## src/rtl/shifter_pkg.sv

```systemverilog
// ============================================================================
// Module  : shifter_pkg
// Brief   : Shared mode encodings and mode type for the pipelined shifter.
// Revision: 1.0 - initial release
// ============================================================================
`default_nettype none

package shifter_pkg;

  typedef logic [1:0] shift_mode_t;

  localparam shift_mode_t MODE_LSL = 2'b00;
  localparam shift_mode_t MODE_LSR = 2'b01;
  localparam shift_mode_t MODE_ASR = 2'b10;
  localparam shift_mode_t MODE_ROR = 2'b11;

endpackage

`default_nettype wire

```

## src/rtl/shift_level.sv

```systemverilog
// ============================================================================
// Module  : shift_level
// Brief   : One barrel-shifter level (shift by SHIFT when its amt bit is set)
//           with its elastic stage register. Rotate gated by SHIFTER_ROTATE_EN.
// Revision: 1.0 - initial release
// ============================================================================
`default_nettype none

module shift_level
  import shifter_pkg::*;
#(
  parameter int W     = 16,
  parameter int SHIFT = 1,
  parameter int AW    = $clog2(W)
) (
  input  logic          clk,
  input  logic          reset,
  input  logic          load_i,
  input  logic          valid_i,
  input  logic [W-1:0]  data_i,
  input  logic [AW-1:0] amt_i,
  input  logic [1:0]    mode_i,
  input  logic          sign_i,
  output logic          valid_o,
  output logic [W-1:0]  data_o,
  output logic [AW-1:0] amt_o,
  output logic [1:0]    mode_o,
  output logic          sign_o
);

  localparam int K = $clog2(SHIFT);

  logic          valid_q;
  logic [W-1:0]  data_q;
  logic [W-1:0]  data_d;
  logic [AW-1:0] amt_q;
  logic [1:0]    mode_q;
  logic          sign_q;

  always_comb begin
    data_d = data_i;
    if (amt_i[K]) begin
      case (shift_mode_t'(mode_i))
        MODE_LSL: data_d = data_i << SHIFT;
        MODE_LSR: data_d = data_i >> SHIFT;
        MODE_ASR: data_d = {{SHIFT{sign_i}}, data_i[W-1:SHIFT]};
`ifdef SHIFTER_ROTATE_EN
        MODE_ROR: data_d = {data_i[SHIFT-1:0], data_i[W-1:SHIFT]};
`else
        MODE_ROR: data_d = data_i >> SHIFT;
`endif
        default:  data_d = data_i;
      endcase
    end
  end

  // The whole stage freezes when load_i is low; a bubble stage always loads.
  always_ff @(posedge clk) begin
    if (reset) begin
      valid_q <= 1'b0;
      data_q  <= '0;
      amt_q   <= '0;
      mode_q  <= '0;
      sign_q  <= 1'b0;
    end else if (load_i) begin
      valid_q <= valid_i;
      data_q  <= data_d;
      amt_q   <= amt_i;
      mode_q  <= mode_i;
      sign_q  <= sign_i;
    end
  end

  assign valid_o = valid_q;
  assign data_o  = data_q;
  assign amt_o   = amt_q;
  assign mode_o  = mode_q;
  assign sign_o  = sign_q;

endmodule

`default_nettype wire

```

## src/rtl/pipelined_shifter.sv

```systemverilog
// ============================================================================
// Module  : pipelined_shifter
// Brief   : Parametrised elastic barrel shifter, one register per shift level.
//           Define SHIFTER_ROTATE_EN to make mode 11 rotate right (else LSR).
// Revision: 1.0 - initial release
// ============================================================================
`default_nettype none

module pipelined_shifter
  import shifter_pkg::*;
#(
  parameter  int W      = 16,
  localparam int AW     = $clog2(W),
  localparam int LEVELS = $clog2(W)
) (
  input  logic          clk,
  input  logic          reset,
  input  logic          in_valid,
  output logic          in_ready,
  input  logic [W-1:0]  in_data,
  input  logic [AW-1:0] in_amt,
  input  logic [1:0]    in_mode,
  output logic          out_valid,
  input  logic          out_ready,
  output logic [W-1:0]  out_data
);

  // Index 0 is the pipeline input; index k+1 is the output of level k.
  logic          w_valid [0:LEVELS];
  logic [W-1:0]  w_data  [0:LEVELS];
  logic [AW-1:0] w_amt   [0:LEVELS];
  logic [1:0]    w_mode  [0:LEVELS];
  logic          w_sign  [0:LEVELS];

  logic [LEVELS-1:0] w_vvec;
  logic [LEVELS-1:0] w_adv;

  assign w_valid[0] = in_valid;
  assign w_data[0]  = in_data;
  assign w_amt[0]   = in_amt;
  assign w_mode[0]  = in_mode;
  assign w_sign[0]  = in_data[W-1];

  for (genvar k = 0; k < LEVELS; k++) begin : g_level
    assign w_vvec[k] = w_valid[k+1];
    // Unrolled advance chain: stage k moves unless it and every later stage is full and stalled.
    assign w_adv[k]  = out_ready | ~(&w_vvec[LEVELS-1:k]);

    shift_level #(
      .W     (W),
      .SHIFT (1 << k),
      .AW    (AW)
    ) u_level (
      .clk     (clk),
      .reset   (reset),
      .load_i  (w_adv[k]),
      .valid_i (w_valid[k]),
      .data_i  (w_data[k]),
      .amt_i   (w_amt[k]),
      .mode_i  (w_mode[k]),
      .sign_i  (w_sign[k]),
      .valid_o (w_valid[k+1]),
      .data_o  (w_data[k+1]),
      .amt_o   (w_amt[k+1]),
      .mode_o  (w_mode[k+1]),
      .sign_o  (w_sign[k+1])
    );
  end

  assign in_ready  = w_adv[0];
  assign out_valid = w_valid[LEVELS];
  assign out_data  = w_data[LEVELS];

endmodule

`default_nettype wire

```

## config.mk

```make
export PLATFORM = sky130hd
export DESIGN_NAME = pipelined_shifter
export DESIGN_NICKNAME = d
export VERILOG_FILES = /design/src/rtl/shifter_pkg.sv /design/src/rtl/shift_level.sv /design/src/rtl/pipelined_shifter.sv
export SDC_FILE = /design/constraint.sdc
export NUM_CORES = 1
export LEC_CHECK = 0
export BUFFER_PORTS_ARGS = -buffer_cell sky130_fd_sc_hd__buf_2
export CAP_MARGIN = 20
export CORE_MARGIN = 10
export CORE_UTILIZATION = 41
export DETAILED_ROUTE_END_ITERATION = 10
export REMOVE_ABC_BUFFERS = 1
export SLEW_MARGIN = 10
export SYNTH_ARGS = -nofsm -noshare
export SYNTH_HDL_FRONTEND = slang
export SYNTH_SLANG_ARGS = --single-unit
export TNS_END_PERCENT = 100
```

## constraint.sdc

```tcl
create_clock -name clk -period 3.25 [get_ports clk]
set_clock_uncertainty 0.15 [all_clocks]
set_input_delay 0.65 -clock clk [delete_from_list [all_inputs] [get_ports clk]]
set_output_delay 0.65 -clock clk [all_outputs]
set_load 0.01 [all_outputs]
```

Yosys cells after proc, flatten, opt, wreduce, memory -nomap -nowiden --
Cells that the tools add are included. Widths: inputs -> output; s select.
Cells by class: eq/ne operators 12, muxes and demuxes 8, bitwise gates (word level) 8, reductions and logical operators 11
Operators with widths (number):
- $pmux 16 s3 | 4
- $mux 16 | 4
- $eq 2x2->1 const B | 8
- $eq 2x1->1 const B | 4
- $logic_not 2->1 | 4
- $reduce_or 2->1 | 4
- $not 1->1 | 4
- $or 1x1->1 | 4
- $reduce_and 4->1 | 1
- $reduce_and 3->1 | 1
- $reduce_and 2->1 | 1
Word-level totals: flip-flop bits (word level) 89, input bits 26, logic and storage cells 56

Depth between registers and ports, before layout --
word-level depth 4, gate-level depth with buffers 5, gate-level depth less buffers 3

Modules after synthesis --
Synthesis repeated with hierarchy kept, for this count alone.
Unflattened totals: cell total of the unflattened synthesis 518, area total of the unflattened synthesis 4948.5 µm²
Modules (own cells, without submodules):
- shift_level (g_level[1].u_level) | instances 1, cells each 145, area each 1336.3 µm², sequential area each 480.5 µm²
- shift_level (g_level[0].u_level) | instances 1, cells each 135, area each 1315.0 µm², sequential area each 480.5 µm²
- shift_level (g_level[2].u_level) | instances 1, cells each 140, area each 1251.2 µm², sequential area each 480.5 µm²
- shift_level (g_level[3].u_level) | instances 1, cells each 93, area each 1013.5 µm², sequential area each 480.5 µm²
- pipelined_shifter | instances 1, cells each 5, area each 32.5 µm², sequential area each 0.0 µm²

Worst setup path after synthesis --
OpenSTA, ideal clock, no wires.
path type input-to-output, start in out_ready, end out in_ready, data arrival time 1407 ps, required time 2450 ps, path slack 1043 ps, cell stages on the path 5, buffers on the path 2, cell sequence nand4b_1 buf_2 nor2_2 buf_6 inv_2
Between the ends: cells in the longest elaborated chain, start to end 1
RTL lines:
- start, declared | line pipelined_shifter.sv:24 | input logic out_ready,
- $or 1x1->1 | line pipelined_shifter.sv:47 | assign w_adv[k] = out_ready | ~(&w_vvec[LEVELS-1:k]);
- end, declared | line pipelined_shifter.sv:19 | output logic in_ready,
No other way between the ends.

Final worst setup path --
start reg g_level[0].u_level.valid_q, end out in_ready
Between the ends: cells in the longest elaborated chain, start to end 3
RTL lines:
- start, declared | line shift_level.sv:33 | logic valid_q;
- start signal, assigned | line shift_level.sv:66 | valid_q <= valid_i;
- $reduce_and 4->1 | line pipelined_shifter.sv:47
- $not 1->1 | line pipelined_shifter.sv:47
- $or 1x1->1 | line pipelined_shifter.sv:47
No other way between the ends.

==> impl_results.rst <==
.. list-table::
   :header-rows: 1

   * - Metric
     - Value
   * - Outcome
     - completed
   * - Part of the power in registers
     - between 50 and 60%
   * - Insertion delay of the later-clocked pin in the worst-skew pair
     - between 0.3 and 0.4 ns
   * - Avg WL per Cell
     - about 15 um
   * - Cell with the biggest individual delay on the critical path
     - sky130_fd_sc_hd__dfxtp_1
   * - Fraction of post-synthesis cell area in the top cell type by area
     - 37.9%
   * - Core Rows
     - 37
   * - Critical path required time
     - 2.45 ns
   * - Number of buffers on the longest clock path
     - 2
   * - Unrepaired setup endpoints after global routing
     - no
   * - Portion of total power attributed to the clock network
     - a little under a third
   * - Yosys warns
     - 0
   * - Final ANT Viol Nets
     - 0
   * - GRT Residual Overflow
     - 0
   * - Fin. max-slew vios
     - 0
   * - Most common library cell in the layout ignoring fill and taps
     - sky130_fd_sc_hd__dfxtp_1
   * - Worst setup path class
     - reg2out
   * - CP Buf/Inv Count
     - 5
   * - Register Area
     - roughly 0.0017 sq mm
   * - Starting DRC count in detailed routing
     - 274
   * - Fillers
     - between 1000 and 1500
   * - Share of final-layout standard cells stronger than drive strength 1
     - 14.7%
   * - Max Clk Rate
     - 397 MHz
   * - Ratio of final minimum period to clock period
     - between 70 and 80%
   * - Dominant cells by area after synthesis
     - sky130_fd_sc_hd__dfxtp_1 (38%), sky130_fd_sc_hd__nor2_1 (5.7%), sky130_fd_sc_hd__o41ai_1 (5.2%)
   * - Cell family contributing the most delay on the critical path
     - buffers and inverters
   * - Sink Count
     - 83
   * - DP Wirelength
     - between 6000 and 7000 um
   * - Largest area contributor in the synthesized netlist
     - sky130_fd_sc_hd__dfxtp_1
   * - Vias per std cell
     - 5.62
   * - Setup repair bufs after CTS
     - 0
   * - H-Tree Level Count
     - 3
   * - Global-route total usage across every layer
     - 13.3%
   * - Category of the worst setup path capture point
     - primary output
   * - Sw Ratio
     - between 20% and 30%
   * - Type of origin of the critical path
     - flop
   * - I/O pin count
     - 44
   * - Fin util
     - roughly 46%
   * - Flop2flop setup slack
     - approximately 1.4 ns
   * - Distinct cells, synth
     - 38
   * - Peak VDD IR
     - 0.000265 V
   * - Switching power
     - approximately 0.00055 W
   * - Number of inserted diodes
     - 0
   * - Pre-antenna DRT Iters
     - 4
   * - Critical path cell sequence
     - inv_1, buf_4, nor2_2, buf_4, inv_2, buf_2
   * - First-pass GRT wire length
     - between 15000 and 20000 um
   * - Maximum capacitance violations
     - 0
   * - Num CTS Buffers
     - 9
   * - Total wire length after detailed routing
     - between 10000 and 15000 um
   * - Minimum clock period after layout
     - 2.52 ns
   * - Number of hold violations in the final report
     - 0
   * - Worst hold slack across all endpoints
     - around 0.31 ns
   * - Post-Synthesis Cell Area
     - ~0.0044 sq mm
   * - Hold buffer count at cts
     - 0
   * - Largest incremental delay on the critical path
     - roughly 0.55 ns
   * - Worst slew margin relative to its limit
     - 46.1%
   * - Number of instances resized during post-cts repair
     - 0
   * - Most frequent cells in the layout
     - sky130_fd_sc_hd__dfxtp_1 (83), sky130_fd_sc_hd__nor2_1 (67), sky130_fd_sc_hd__buf_2 (42), sky130_fd_sc_hd__o21ai_0 (32), sky130_fd_sc_hd__inv_1 (30)
   * - Die W
     - around 120 um
   * - Worst EP arrival
     - 1.72 ns
   * - Final instance count without filler cells
     - 667
   * - Total of buffers placed on input and output ports
     - 43
   * - Most Frequent Cell on Critical Path
     - sky130_fd_sc_hd__buf_4
   * - Final nets
     - around 550
   * - Residual DRC count
     - 0
   * - Via count of the first global-routing pass
     - around 3600
   * - Area of combinational cells with multiple inputs
     - about 0.0023 sq mm
   * - Actual slew at the worst max-slew pin
     - between 0.8 and 0.9 ns
   * - Static Leakage
     - roughly 1.9 nW
   * - TritonCTS clock tree
     - done
   * - Worst min path class
     - reg2reg
   * - Routed via count
     - about 3700
   * - Layout-stage area growth over the synthesis result
     - 8.20%
   * - Portion of total power attributed to combinational logic
     - roughly 12%
   * - Accumulated negative setup slack
     - 0 ns
   * - Initial core utilization
     - between 40% and 50%
   * - Die outline area
     - about 0.015 sq mm
   * - Cells after DPL
     - 651
   * - Power density of the placed cells
     - ~420 mW/mm^2
   * - Cell internal pwr
     - about 0.0015 W
   * - Synthesized area per cell
     - between 8 and 9 sq um
   * - Number of antenna violations at the first check in global routing
     - 0
   * - Maximum number of pins on one net before global-route repair
     - around 120
   * - Buffer type at the clock tree root
     - sky130_fd_sc_hd__clkbuf_8
   * - Die H
     - approximately 120 um
   * - Cell count after synthesis
     - around 520
   * - Clk slew on worst S/H paths
     - roughly 0.09 ns
   * - Sequential element share of the synthesized area
     - 37.9%
   * - Number of endpoints failing setup at the final stage
     - 0
   * - Core ar.
     - 0.0104 sq mm
   * - CP max FO
     - 20
   * - Routability Congestion
     - approximately 0.8
   * - Number of synthesized register bits
     - 83
## state kept, by name (all words and copies together), names as in the netlist
name	cells
g_level.u_level.data_o	64
g_level.u_level.mode_o	6
g_level.u_level.sign_o	3
g_level.u_level.amt_o	6
g_level.u_level.valid_o	4
## synth_stat cells, drive strengths merged
| master | count |
|---|---|
| dfxtp | 83 |
| or2 | 2 |
| mux2 | 14 |
| clkbuf | 35 |
| o211a | 12 |
| and3b | 1 |
| o21a | 1 |
| nand2b | 1 |
| and4b | 1 |
| nor2 | 68 |
| nand3 | 6 |
| nor3 | 28 |
| nand4b | 4 |
| nor3b | 8 |
| o21ai | 32 |
| o311a | 14 |
| a31oi | 1 |
| nand3b | 22 |
| inv | 31 |
| nand2 | 19 |
| buf | 23 |
| and2 | 4 |
| a221oi | 24 |
| o31a | 1 |
| o211ai | 1 |
| or4 | 11 |
| a311oi | 2 |
| a211oi | 11 |
| o221a | 1 |
| nor2b | 9 |
| o41ai | 34 |
| a21oi | 18 |
## kinds of logic (layout without fill, tap and decap cells)
logic type	after synthesis	in the layout	share of synthesized area (%)
flip-flops	83	83	37.9
AO/OA/AOI/OAI	152	152	27.9
AND/OR/NAND/NOR	184	184	21.9
buffers and inverters	89	98	8.66
multiplexers	14	14	3.60
## per-layer routing
metal / share of wire [%] / global-route usage [%] / vias to the layer above
met1: 51 / 18.1 / 1741
met5: 0 / 0 / -
met2: 43 / 20.3 / 63
li1: - / - / 1937
met3: 4.8 / 2.69 / 8
met4: 0.68 / 4.80 / 0
## worst register-to-register path, cell delays in order, from the launching register on
cell and delay (ns):
sky130_fd_sc_hd__dfxtp_1 0.66, sky130_fd_sc_hd__or2_1 0.43, sky130_fd_sc_hd__a211oi_1 0.14, sky130_fd_sc_hd__o41ai_1 0.33
## stage by stage
step                instance area (sq um)  setup slack [ns]  total power, W
global route                         4740             0.585         0.00210
detailed placement                   4580             0.924         0.00140
CTS                                  4740             0.711         0.00203
floorplan                            4120             0.513         0.00129
global placement                     4580             0.928         0.00139
finish                               4740             0.730         0.00201
## area by class of cell
class	instances	area share, %
multi-input cells	350	49.4
flip-flops and latches	83	35.1
repair buffers	51	6.13
well taps	136	3.59
clock buffers	11	2.77
inverters	31	2.46
clock inverters	5	0.634
## final timing paths
path,from,end,cells past startpoint
min,g_level[1].u_level.amt_o[3],g_level[1].u_level.amt_o[3],2
min reg2reg,g_level[1].u_level.amt_o[3],g_level[1].u_level.amt_o[3],2
max reg2reg,g_level[1].u_level.mode_o[1],g_level[2].u_level.data_o[9],3
max,g_level[0].u_level.valid_o,in_ready,6
## power by group through the flow
stage | logic, W | registers, W | clock network [W]
after floorplan | 0.000147 | 0.00114 | 0
after global placement | 0.000239 | 0.00116 | 0
after detailed placement | 0.000243 | 0.00116 | 0
after CTS | 0.000244 | 0.00113 | 0.000653
after global routing | 0.000274 | 0.00114 | 0.000679
final | 0.000242 | 0.00113 | 0.000628
No activity file was read; power rests on OpenSTA's default activity.
